--- config.mk ---
export PLATFORM = sky130hd
export DESIGN_NAME = sp_ram_fifo_ctrl_flat
export DESIGN_NICKNAME = d
export VERILOG_FILES = /design/src/rtl/sp_ram_pkg.sv /design/src/rtl/sp_ram_fifo_ctrl_if.sv /design/src/rtl/sp_fifo_out_queue.sv /design/src/rtl/sp_ram_fifo_ctrl.sv /design/src/flat_wrapper.sv
export SDC_FILE = /design/constraint.sdc
export NUM_CORES = 1
export LEC_CHECK = 0
export BUFFER_PORTS_ARGS = -buffer_cell sky130_fd_sc_hd__buf_2
export CAP_MARGIN = 20
export CORE_MARGIN = 1.5
export CORE_UTILIZATION = 51
export DETAILED_ROUTE_END_ITERATION = 16
export HOLD_SLACK_MARGIN = 0.05
export PLACE_DENSITY_LB_ADDON = 0.08
export SYNTH_ARGS = -nofsm -noshare
export SYNTH_HDL_FRONTEND = slang
export SYNTH_HIERARCHICAL = 1
export SYNTH_SLANG_ARGS = --single-unit
export TNS_END_PERCENT = 5
--- constraint.sdc ---
create_clock -name clka -period 8.7 [get_ports clka]
set_clock_uncertainty 0.2 [all_clocks]
set_input_delay 2.175 -clock clka [delete_from_list [all_inputs] [get_ports clka]]
set_output_delay 2.175 -clock clka [all_outputs]
set_load 0.01 [all_outputs]
--- src/rtl/sp_ram_pkg.sv ---
// sp_ram_pkg: shared width helpers, queue occupancy codes and RAM operation type
package sp_ram_pkg;
  localparam logic [1:0] Q_EMPTY = 2'd0;
  localparam logic [1:0] Q_ONE   = 2'd1;
  localparam logic [1:0] Q_FULL  = 2'd2;
  typedef enum logic [1:0] {OP_IDLE, OP_RD, OP_WR} ram_op_e;
  function automatic int clogb2(input int value);
    int v;
    int r;
    v = value;
    r = 0;
    while (v > 0) begin
      r++;
      v = v >> 1;
    end
    return (r < 1) ? 1 : r;
  endfunction
  function automatic int addr_w(input int depth);
    return clogb2(depth - 1);
  endfunction
  function automatic int lvl_w(input int depth);
    return clogb2(depth + 2);
  endfunction
endpackage

--- src/rtl/sp_ram_fifo_ctrl_if.sv ---
// sp_ram_fifo_ctrl_if: producer, consumer and RAM-side signals of the FIFO controller
interface sp_ram_fifo_ctrl_if
  import sp_ram_pkg::*;
#(
  parameter int DATA_W = 32,
  parameter int DEPTH  = 1024
);
  localparam int ADDR_W = addr_w(DEPTH);
  localparam int LVL_W  = lvl_w(DEPTH);
  logic              s_valid;
  logic              s_ready;
  logic [DATA_W-1:0] s_data;
  logic              m_valid;
  logic              m_ready;
  logic [DATA_W-1:0] m_data;
  logic [ADDR_W-1:0] ram_addr;
  logic [DATA_W-1:0] ram_din;
  logic              ram_en_n;
  logic              ram_we_n;
  logic [DATA_W-1:0] ram_dout;
  logic [LVL_W-1:0]  level;
  modport master (
    input  s_valid, s_data, m_ready, ram_dout,
    output s_ready, m_valid, m_data, ram_addr, ram_din, ram_en_n, ram_we_n, level
  );
  modport slave (
    output s_valid, s_data, m_ready, ram_dout,
    input  s_ready, m_valid, m_data, ram_addr, ram_din, ram_en_n, ram_we_n, level
  );
endinterface

--- src/rtl/sp_fifo_out_queue.sv ---
// sp_fifo_out_queue: 2-entry registered FIFO that absorbs RAM read data ahead of the consumer
module sp_fifo_out_queue
  import sp_ram_pkg::*;
#(
  parameter int DATA_W = 32
) (
  input  logic              clka,
  input  logic              rsta_n,
  input  logic              push_i,
  input  logic [DATA_W-1:0] din_i,
  input  logic              pop_i,
  output logic [1:0]        occ_o,
  output logic              valid_o,
  output logic [DATA_W-1:0] head_o
);
  logic [1:0]        occ_q, occ_d, wr_idx;
  logic [DATA_W-1:0] q0_q, q0_d, q1_q, q1_d;
  logic              pop;
  // q0 is always the head; the incoming word lands in the slot left free after this cycle's pop
  always_comb begin
    pop    = pop_i && (occ_q != Q_EMPTY);
    wr_idx = occ_q - {1'b0, pop};
    occ_d  = wr_idx + {1'b0, push_i};
    q0_d   = (push_i && wr_idx == Q_EMPTY) ? din_i : (pop ? q1_q : q0_q);
    q1_d   = (push_i && wr_idx == Q_ONE) ? din_i : q1_q;
  end
  always_ff @(posedge clka or negedge rsta_n) begin
    if (!rsta_n) begin
      occ_q <= Q_EMPTY;
      q0_q  <= '0;
      q1_q  <= '0;
    end else begin
      occ_q <= occ_d;
      q0_q  <= q0_d;
      q1_q  <= q1_d;
    end
  end
  assign occ_o   = occ_q;
  assign valid_o = occ_q != Q_EMPTY;
  assign head_o  = valid_o ? q0_q : '0;
endmodule

--- src/rtl/sp_ram_fifo_ctrl.sv ---
// sp_ram_fifo_ctrl: FIFO controller over one single-port write-first RAM
// Reads take priority; a 2-entry output queue hides the 1-cycle RAM read latency.
module sp_ram_fifo_ctrl
  import sp_ram_pkg::*;
#(
  parameter int DATA_W = 32,
  parameter int DEPTH  = 1024
) (
  input logic                clka,
  input logic                rsta_n,
  sp_ram_fifo_ctrl_if.master bus
);
  localparam int ADDR_W = addr_w(DEPTH);
  localparam int LVL_W  = lvl_w(DEPTH);
  localparam logic [ADDR_W-1:0] LAST     = ADDR_W'(DEPTH - 1);
  localparam logic [LVL_W-1:0]  FULL_CNT = LVL_W'(DEPTH);
  logic [ADDR_W-1:0] wr_ptr_q, wr_ptr_d, rd_ptr_q, rd_ptr_d;
  logic [LVL_W-1:0]  mem_cnt_q, mem_cnt_d;
  logic              rd_inflight_q;
  logic [1:0]        q_occ;
  logic              q_valid;
  logic [DATA_W-1:0] q_head;
  logic              rd_grant, wr_grant, mem_full;
  ram_op_e           op;
  // a read is only issued when the queue is guaranteed a free slot on capture
  always_comb begin
    mem_full  = mem_cnt_q == FULL_CNT;
    rd_grant  = (mem_cnt_q != '0) && ((q_occ + {1'b0, rd_inflight_q}) < Q_FULL);
    wr_grant  = rsta_n && !rd_grant && bus.s_valid && !mem_full;
    op        = rd_grant ? OP_RD : (wr_grant ? OP_WR : OP_IDLE);
    wr_ptr_d  = !wr_grant ? wr_ptr_q : ((wr_ptr_q == LAST) ? '0 : wr_ptr_q + ADDR_W'(1));
    rd_ptr_d  = !rd_grant ? rd_ptr_q : ((rd_ptr_q == LAST) ? '0 : rd_ptr_q + ADDR_W'(1));
    mem_cnt_d = mem_cnt_q + LVL_W'(wr_grant) - LVL_W'(rd_grant);
  end
  always_ff @(posedge clka or negedge rsta_n) begin
    if (!rsta_n) begin
      wr_ptr_q      <= '0;
      rd_ptr_q      <= '0;
      mem_cnt_q     <= '0;
      rd_inflight_q <= 1'b0;
    end else begin
      wr_ptr_q      <= wr_ptr_d;
      rd_ptr_q      <= rd_ptr_d;
      mem_cnt_q     <= mem_cnt_d;
      rd_inflight_q <= rd_grant;
    end
  end
  // ram_dout is only taken the cycle after a read, so write-first echoes are dropped
  sp_fifo_out_queue #(.DATA_W(DATA_W)) u_q (
    .clka    (clka),
    .rsta_n  (rsta_n),
    .push_i  (rd_inflight_q),
    .din_i   (bus.ram_dout),
    .pop_i   (bus.m_ready),
    .occ_o   (q_occ),
    .valid_o (q_valid),
    .head_o  (q_head)
  );
  assign bus.s_ready  = rsta_n && !rd_grant && !mem_full;
  assign bus.ram_en_n = op == OP_IDLE;
  assign bus.ram_we_n = op != OP_WR;
  assign bus.ram_addr = (op == OP_RD) ? rd_ptr_q : ((op == OP_WR) ? wr_ptr_q : '0);
  assign bus.ram_din  = bus.s_data;
  assign bus.m_valid  = q_valid;
  assign bus.m_data   = q_head;
  assign bus.level    = mem_cnt_q + LVL_W'(rd_inflight_q) + LVL_W'(q_occ);
endmodule

--- src/flat_wrapper.sv ---
// flat-port wrapper written by rule: the top's interface ports become plain ports
module sp_ram_fifo_ctrl_flat import sp_ram_pkg::*;
#(
  parameter int DATA_W = 32,
  parameter int DEPTH  = 1024
)
  (clka, rsta_n, bus_s_valid, bus_s_data, bus_m_ready, bus_ram_dout, bus_s_ready, bus_m_valid, bus_m_data, bus_ram_addr, bus_ram_din, bus_ram_en_n, bus_ram_we_n, bus_level);
  sp_ram_fifo_ctrl_if #(.DATA_W(DATA_W), .DEPTH(DEPTH)) bus_i ();
  input logic clka;
  input logic rsta_n;
  input wire logic [$bits(bus_i.s_valid)-1:0] bus_s_valid;
  input wire logic [$bits(bus_i.s_data)-1:0] bus_s_data;
  input wire logic [$bits(bus_i.m_ready)-1:0] bus_m_ready;
  input wire logic [$bits(bus_i.ram_dout)-1:0] bus_ram_dout;
  output wire logic [$bits(bus_i.s_ready)-1:0] bus_s_ready;
  output wire logic [$bits(bus_i.m_valid)-1:0] bus_m_valid;
  output wire logic [$bits(bus_i.m_data)-1:0] bus_m_data;
  output wire logic [$bits(bus_i.ram_addr)-1:0] bus_ram_addr;
  output wire logic [$bits(bus_i.ram_din)-1:0] bus_ram_din;
  output wire logic [$bits(bus_i.ram_en_n)-1:0] bus_ram_en_n;
  output wire logic [$bits(bus_i.ram_we_n)-1:0] bus_ram_we_n;
  output wire logic [$bits(bus_i.level)-1:0] bus_level;
  assign bus_i.s_valid = bus_s_valid;
  assign bus_i.s_data = bus_s_data;
  assign bus_i.m_ready = bus_m_ready;
  assign bus_i.ram_dout = bus_ram_dout;
  assign bus_s_ready = bus_i.s_ready;
  assign bus_m_valid = bus_i.m_valid;
  assign bus_m_data = bus_i.m_data;
  assign bus_ram_addr = bus_i.ram_addr;
  assign bus_ram_din = bus_i.ram_din;
  assign bus_ram_en_n = bus_i.ram_en_n;
  assign bus_ram_we_n = bus_i.ram_we_n;
  assign bus_level = bus_i.level;
  sp_ram_fifo_ctrl #(.DATA_W(DATA_W), .DEPTH(DEPTH)) u_core (.clka(clka), .rsta_n(rsta_n), .bus(bus_i));
endmodule
==> results of run 1 <==
-- worst register-to-register path: cells and delay by family (launching register included) --
family / cells / cell delay (ns)
buffers and inverters: 4 / 0.66
AND/OR/NAND/NOR: 2 / 0.40
flip-flops: 1 / 0.45
adder cells (fa/ha/maj): 4 / 1.07
XOR/XNOR: 1 / 0.12
AO/OA/AOI/OAI: 4 / 0.86
-- state kept, by name, indices dropped and copies added, names as in the netlist --
signal and count:
u_core/mem_cnt_q 11, u_core/rd_inflight_q 1, u_core/rd_ptr_q 10, u_core/u_q/occ_o 2
u_core/u_q/q0_q 32, u_core/u_q/q1_q 32, u_core/wr_ptr_q 10
-- power breakdown --
| group | switching [uW] | internal, uW |
|---|---|---|
| sequential | 162 | 682 |
| combinational | 769 | 693 |
| clock | 162 | 163 |
-- layer usage --
metal	up-vias	GRT usage
met1	2007	0.289
met4	0	0.0949
met3	30	0.0406
met5	-	0
li1	2039	-
met2	118	0.345
-- final cells by class --
class                      instances  area, um2  area share
antenna                            1       2.50    0.000403
clock buffer                      12        135      0.0217
clock inverter                     4       76.3      0.0123
inverter                          30        113      0.0181
multi-input combinational        407       2750       0.443
sequential                        98       2450       0.395
tap                              140        175      0.0282
timing repair buffer              98        508      0.0818
-- per-stage QoR --
stage / hold slack (ns) / power, uW / worst slack, ns / cell area, um2
floorplan: 0.266 / 1950 / 2.96 / 5690
global placement: 0.286 / 2280 / 2.20 / 6000
detailed placement: 0.292 / 2320 / 2.11 / 6000
CTS: 0.310 / 2660 / 2.11 / 6210
global route: 0.323 / 2880 / 1.89 / 6210
finish: 0.305 / 2630 / 2.17 / 6210
-- cell usage after synthesis, drive strengths merged, types with 8 or more instances --
cell type and count:
a31oi 33, xnor2 23, clkbuf 12, nand2 110
o21ai 21, buf 44, inv 30, nor2 47
and2 35, nand3 16, ha 29, nor3 8
mux2 32, dfrtp 98
-- cells by family (layout without fill, tap and decap cells) --
| kind of cell | count (synthesis) | in the layout | synth area share |
|---|---|---|---|
| compound gates | 78 | 78 | 0.0900 |
| xor+xnor | 29 | 29 | 0.0446 |
| fa+ha+maj | 32 | 32 | 0.0743 |
| buf+inv | 86 | 144 | 0.0860 |
| flops | 98 | 98 | 0.431 |
| mux | 32 | 32 | 0.0831 |
| other cells | 0 | 1 | 0 |
| simple gates | 236 | 236 | 0.191 |
-- worst max-delay path by stage --
stage	startpoint	end	slack, ns	cells past startpoint
CTS	rsta_n	bus_ram_addr[5]	2.11	7
global route	rsta_n	bus_ram_addr[5]	1.89	7
detailed placement	rsta_n	bus_ram_addr[5]	2.11	7
global placement	rsta_n	bus_ram_addr[5]	2.20	7
finish	rsta_n	bus_ram_addr[5]	2.17	7
floorplan	bus_s_valid	bus_ram_addr[5]	2.96	6
==> impl_metrics.ini, run 1 <==
[clock_network]
clk_path_buf_depth = 2
cts_tree = yes
htreeDepth = 3
clock-sinks = 98
cts_hold_buf = 0
clk_pin_slew_ns = 0.09
cts_setup_buffers = 0
cts-resized-gates = 0
root_buffer = clkbuf_8
clock_latency_ns = 0.38
cts_buffers = 9

[timing]
period_needed_ns = 6.53
setup_viol_count_final = 0
setup-tns-final_ns = 0
drv_slew = 0
fin_crit_sh = 0.750
rsz0062_at_grt = no
maxSlewHeadroom = 0.436
tightest_slew_ns = 0.846
hold_viol_final = 0
max_freq_ghz = 0.153

[cells_and_area]
nFillCells = 986
fin_cells = 790
layout-drive-gt1-share = 0.234
utilization = 0.573
area_growth_pct = 9.21
layout_commonest_cell = nand2_1
fin_nets = 744
final_cell_mix = 110 x nand2_1, 98 x dfrtp_1, 91 x buf_2

[global_route]
grtUsageTotal = 0.217
antenna_found_initial = 1
first_global_vias = 4088
grt_start_max_net_pins = 69
grt_pass1_wl_mm = 20.0
grt_overflow = 0

[min_path]
whs_endpoint = u_core/rd_ptr_q[6]
hp-class = register to register
hp-start = u_core/rd_ptr_q[6]
hold_path_depth = 1

[setup_path]
crit_top_cell = inv_1
reg2reg_to = u_core/mem_cnt_q[10]
slowest_delay_ns = 0.40
cp-start-kind = input port
worstPathArrival_ns = 4.15
crit_path_max_fanout = 33
end_kind = output port
rr_worst_depth = 15
rrSetupSlack_ns = 4.83
path_cells = buf_4 > nand4_2 > inv_1 > ha_1 > inv_1 > o31ai_1 > buf_2
cp_top_family = buffers and inverters
cp.buffers_inverters = 4
crit_type = input port to output port
cp.required_ns = 6.33
r2r_start = u_core/mem_cnt_q[2]
crit_slowest_cell = ha_1

[synthesis]
avgSynthCellArea_um2 = 9.63
synth-edff-count = 0
synth_seq_cells = 98
synth_warnings = 6
ys_seq_area_frac = 0.431
syn_area_um2 = 5690
synth_top_area_frac = 0.431
synth_nets = 691
ys.flop_type = dfrtp_1
ys_types = 46
synth.area.top_cells = dfrtp_1 43%, mux2_4 7.9%, nand2_1 7.3%, ha_1 6.4%, buf_4 4.2%
async_flop_share = 1.00
synthCells = 591
synth_area_leader_cell = dfrtp_1

[die]
die_w_um = 109
die-area_um2 = 11800
start_util = 0.525
rows = 38
chipHeight_um = 109
io_pins = 157
coreArea_um2 = 10800

[detailed_routing]
top_layer_used = met4
avgRoutedWirePerCell_um = 15.2
dr_wl_met3_um = 609
drc = 0
initialDrtViolationCount = 224
vias = 4194
viasPerCell = 5.31
ant_nets = 0
wl_met1_mm = 5.56
wirelength_mm = 12.0
dr.pass1.iters = 4
met2_length_mm = 5.58

[placement]
dp_hpwl_mm = 8.12
dp_cells = 773
gp_congestion = 0.879
port_buffers = 92

[pwr]
peakVddDrop_mv = 0.218
powerDensity_nw_per_um2 = 424
p_leak_uw = 0.00306

[job]
drv_cap = 0

[run_status]
status = finished clean
Power figures use the tool's default switching activity.
==> run 2: changes to the inputs <==
--- a/config.mk
+++ b/config.mk
@@ -8,7 +8,7 @@
 export BUFFER_PORTS_ARGS = -buffer_cell sky130_fd_sc_hd__buf_2
 export CAP_MARGIN = 20
 export CORE_MARGIN = 1.5
-export CORE_UTILIZATION = 51
+export CORE_UTILIZATION = 48
 export DETAILED_ROUTE_END_ITERATION = 16
 export HOLD_SLACK_MARGIN = 0.05
 export PLACE_DENSITY_LB_ADDON = 0.08
==> constraint.sdc (replaced) <==
create_clock -name clka -period 5.8 [get_ports clka]
set_clock_uncertainty 0.2 [all_clocks]
set_input_delay 1.45 -clock clka [delete_from_list [all_inputs] [get_ports clka]]
set_output_delay 1.45 -clock clka [all_outputs]
set_load 0.01 [all_outputs]
==> impl_metrics.ini, run 2 (synthesis results as in run 1) <==
[timing]
period_needed_ns = 4.73
setup_ws_ns = 1.07
fin_crit_sh = 0.816
tightest_slew_ns = 1.02
setup-tns-final_ns = 0
setup_viol_count_final = 0
maxSlewHeadroom = 0.318
max_freq_ghz = 0.211
hold_viol_final = 0
rsz0062_at_grt = no
drv_slew = 0

[cells_and_area]
final-seq-area_um2 = 2450
largestRegisters = u_core/u_q/q0_q x32, u_core/u_q/q1_q x32, u_core/mem_cnt_q x11
fin_cells = 792
antenna_cells = 0
layout-drive-gt1-share = 0.239
final_cell_mix = 110 x nand2_1, 98 x dfrtp_1, 91 x buf_2
fin_nets = 746
layout_commonest_cell = nand2_1
area_growth_pct = 10.9
fin_area_um2 = 6310
nFillCells = 1005
multi_input_area_um2 = 2750

[clock_network]
cts_buffers = 9
root_buffer = clkbuf_16
clock_latency_ns = 0.34
cts_hold_buf = 0
cts_tree = yes
cts-resized-gates = 0
clk_pin_slew_ns = 0.06
htreeDepth = 3
clk_path_buf_depth = 2
clock-sinks = 98
cts_setup_buffers = 0

[job]
drv_cap = 0

[global_route]
grt_overflow = 0
first_global_vias = 4174
grt_pass1_wl_mm = 20.5
grtUsageTotal = 0.204
grt_start_max_net_pins = 70
antenna_found_initial = 0

[setup_path]
worstSetupStartpoint = bus_s_valid
crit_path_max_fanout = 12
worstPathArrival_ns = 3.08
rrSetupSlack_ns = 1.93
r2r_start = u_core/mem_cnt_q[8]
cp-start-kind = input port
cp.required_ns = 4.15
reg2reg_to = u_core/mem_cnt_q[10]
crit_type = input port to output port
rr_worst_depth = 15
end_kind = output port
crit_slowest_cell = ha_1
path_cells = buf_2 > nand4_2 > inv_1 > ha_1 > inv_1 > o31ai_1 > buf_2
slowest_delay_ns = 0.41

[placement]
dp_hpwl_mm = 8.07
gp_congestion = 0.835
port_buffers = 92
dpl_cell_area_um2 = 6020
dp_cells = 778
pre_cts_ws_ns = 1.10

[detailed_routing]
met2_length_mm = 5.53
dr_wl_met3_um = 532
dr.pass1.iters = 5
vias = 4192
ant_nets = 0
avgRoutedWirePerCell_um = 15.3
viasPerCell = 5.29
wirelength_mm = 12.1
drc = 0
wl_met1_mm = 5.85
top_layer_used = met4
initialDrtViolationCount = 199

[die]
die-area_um2 = 12500
rows = 39
chipHeight_um = 112
io_pins = 157
die_w_um = 112
start_util = 0.496
coreArea_um2 = 11500

[run_status]
status = finished clean

[pwr]
powerDensity_nw_per_um2 = 645
peakVddDrop_mv = 0.366
p_leak_uw = 0.00311

[min_path]
hp-class = register to register
hp-start = u_core/rd_ptr_q[6]
whs_endpoint = u_core/rd_ptr_q[6]
hold_path_depth = 1
-- run 2: changes by cell type in the layout (fill, tap and decap cells not counted) --
cell	before	now
buf_4	7	9
bufinv_16	2	1
clkbuf_1	3	0
clkbuf_16	0	9
clkbuf_8	9	2
clkinv_2	0	2
clkinv_4	1	0
clkinvlp_4	1	0
diode_2	1	0
-- run 2: layout make-up --
cell class	count	share of cell area
Clock inverter	3	0.00634
Inverter	30	0.0178
Tap cell	143	0.0284
Sequential cell	98	0.389
Timing Repair Buffer	100	0.0829
Multi-Input combinational cell	407	0.436
Clock buffer	11	0.0400
-- run 2: worst max path at each step --
| stage | end | slack (ns) | cells past startpoint |
|---|---|---|---|
| final | bus_ram_addr[5] | 1.07 | 7 |
| after global placement | bus_ram_addr[5] | 1.20 | 7 |
| after detailed placement | bus_ram_addr[5] | 1.10 | 7 |
| after global routing | bus_ram_addr[5] | 0.88 | 7 |
| after CTS | bus_ram_addr[5] | 1.08 | 7 |
| after floorplan | bus_ram_addr[5] | 1.51 | 6 |
-- run 2: worst max-delay path: cells and delay by family --
kind            cells  cell delay (ns)
compound gates      1             0.25
fa+ha+maj           1             0.41
buf+inv             4             0.68
simple gates        1             0.28
-- run 2: where the power goes --
group | switching, uW | internal [uW] | total, uW
Clock | 253 | 352 | 604
Combinational | 1150 | 1060 | 2210
Sequential | 238 | 1030 | 1260
-- run 2: routing by layer --
layer / up-vias / track usage
li1: 2050 / -
met1: 2009 / 0.285
met2: 109 / 0.317
met3: 24 / 0.0376
met4: 0 / 0.0768
met5: - / 0
-- run 2: metrics by stage --
step                utilization  hold WS [ns]  total power [uW]
CTS                       0.550         0.303              4120
global route              0.550         0.324              4440
global placement          0.525         0.287              3460
detailed placement        0.525         0.288              3490
floorplan                     -         0.266              2930
finish                    0.550         0.301              4070
==> run 3: changes to the inputs <==
==> constraint.sdc (replaced) <==
create_clock -name clka -period 4.3 [get_ports clka]
set_clock_uncertainty 0.2 [all_clocks]
set_input_delay 1.075 -clock clka [delete_from_list [all_inputs] [get_ports clka]]
set_output_delay 1.075 -clock clka [all_outputs]
set_load 0.01 [all_outputs]
==> impl_metrics.ini, run 3 (synthesis results as in run 1) <==
[run_status]
status = finished clean

[cells_and_area]
antenna_cells = 0
nFillCells = 1048
final-seq-area_um2 = 2450
area_growth_pct = 11.0
largestRegisters = u_core/u_q/q0_q x32, u_core/u_q/q1_q x32, u_core/mem_cnt_q x11
layout-drive-gt1-share = 0.240
fin_cells = 794
final_cell_mix = 110 x nand2_1, 98 x dfrtp_1, 91 x buf_2
multi_input_area_um2 = 2750
layout_commonest_cell = nand2_1
fin_nets = 746

[clock_network]
root_buffer = clkbuf_16
clock_latency_ns = 0.35
clk_pin_slew_ns = 0.07
cts_setup_buffers = 0
cts_buffers = 9
cts_hold_buf = 0
clock-sinks = 98
cts-resized-gates = 0
clk_path_buf_depth = 2
cts_tree = yes
htreeDepth = 3

[placement]
dp_cells = 778
dp_hpwl_mm = 8.20
port_buffers = 92
gp_congestion = 0.807

[die]
coreArea_um2 = 11500
start_util = 0.496
rows = 39
die-area_um2 = 12500
io_pins = 157
chipHeight_um = 112
die_w_um = 112

[setup_path]
path_depth = 10
path_cells = inv_1 > ha_1 > and4bb_4 > a211o_2 > nand4_2 > inv_1 > ha_1 > nand2_1 > o21ai_0 > buf_2
r2r_start = u_core/mem_cnt_q[8]
cp_top_family = adder cells
end_kind = output port
endpoint = bus_ram_addr[3]
rrSetupSlack_ns = 0.75
worstSetupStartpoint = u_core/mem_cnt_q[8]
cp-start-kind = register
crit_slowest_cell = dfrtp_1
cp.buffers_inverters = 3
crit_type = register to output port
crit_path_max_fanout = 10
reg2reg_to = u_core/mem_cnt_q[10]
rr_worst_depth = 15
slowest_delay_ns = 0.44
worstPathArrival_ns = 2.72
cp.required_ns = 3.02

[global_route]
grtUsageTotal = 0.198
first_global_vias = 4184
grt_start_max_net_pins = 65
grt_pass1_wl_mm = 20.0
grt_overflow = 0
antenna_found_initial = 0

[detailed_routing]
wirelength_mm = 12.1
initialDrtViolationCount = 167
viasPerCell = 5.30
drc = 0
dr.pass1.iters = 5
avgRoutedWirePerCell_um = 15.3
vias = 4207
ant_nets = 0

[timing]
setup_viol_count_final = 0
maxSlewHeadroom = 0.547
setup-tns-final_ns = 0
holdWs_ns = 0.300
hold_viol_final = 0
tightest_slew_ns = 0.679
max_freq_ghz = 0.250
drv_slew = 0
period_needed_ns = 3.99
rsz0062_at_grt = no
fin_crit_sh = 0.928

[job]
drv_cap = 0

[pwr]
power_frac_clock = 0.147
internal_power_uw = 3250
netSwitchingFraction = 0.410
pwr-share-comb = 0.543
power.switching_uw = 2260
seqPwrFrac = 0.310
p_leak_uw = 0.00310
powerDensity_nw_per_um2 = 872
peakVddDrop_mv = 0.437

[min_path]
hp-class = register to register
==> run 3: power groups by stage <==
stage	logic, uW	clock network (uW)	registers [uW]
2_1_floorplan	2320	0	1630
3_3_place_gp	2960	0	1690
3_5_place_dp	2990	0	1720
4_1_cts	3020	834	1710
5_1_grt	3330	870	1770
6_report	2990	809	1710
==> run 3: cell type report <==
cell class,instances,share of cell area
clock buffers,10,0.0363
well taps,143,0.0283
inverters,30,0.0178
flip-flops and latches,98,0.388
repair buffers,100,0.0828
multi-input cells,407,0.436
clock inverters,6,0.0107
==> run 3: per-stage QoR <==
stage | cell area (um2) | util | power, uW | setup WS (ns)
after floorplan | 5690 | - | 3950 | 0.764
after global placement | 6020 | 0.525 | 4660 | 0.663
after detailed placement | 6020 | 0.525 | 4720 | 0.619
after CTS | 6310 | 0.551 | 5560 | 0.280
after global routing | 6310 | 0.551 | 5970 | 0.102
final | 6310 | 0.551 | 5510 | 0.308
==> run 3: worst min path at each step <==
stage / slack (ns) / depth (start not counted) / start / to
final: 0.30 / 1 / u_core/rd_ptr_q[6] / u_core/rd_ptr_q[6]
after global routing: 0.32 / 1 / u_core/u_q/q1_q[6] / u_core/u_q/q1_q[6]
after CTS: 0.31 / 1 / u_core/rd_ptr_q[6] / u_core/rd_ptr_q[6]
after detailed placement: 0.29 / 1 / u_core/u_q/q1_q[21] / u_core/u_q/q1_q[21]
after global placement: 0.29 / 1 / u_core/u_q/q1_q[9] / u_core/u_q/q1_q[9]
after floorplan: 0.27 / 1 / u_core/rd_ptr_q[6] / u_core/rd_ptr_q[6]
==> run 3: metal layers <==
metal,global-route usage,vias up,share of wire
li1,-,2046,-
met1,0.263,2039,0.47
met2,0.324,102,0.47
met3,0.0392,20,0.045
met4,0.0734,0,0.014
met5,0,-,0
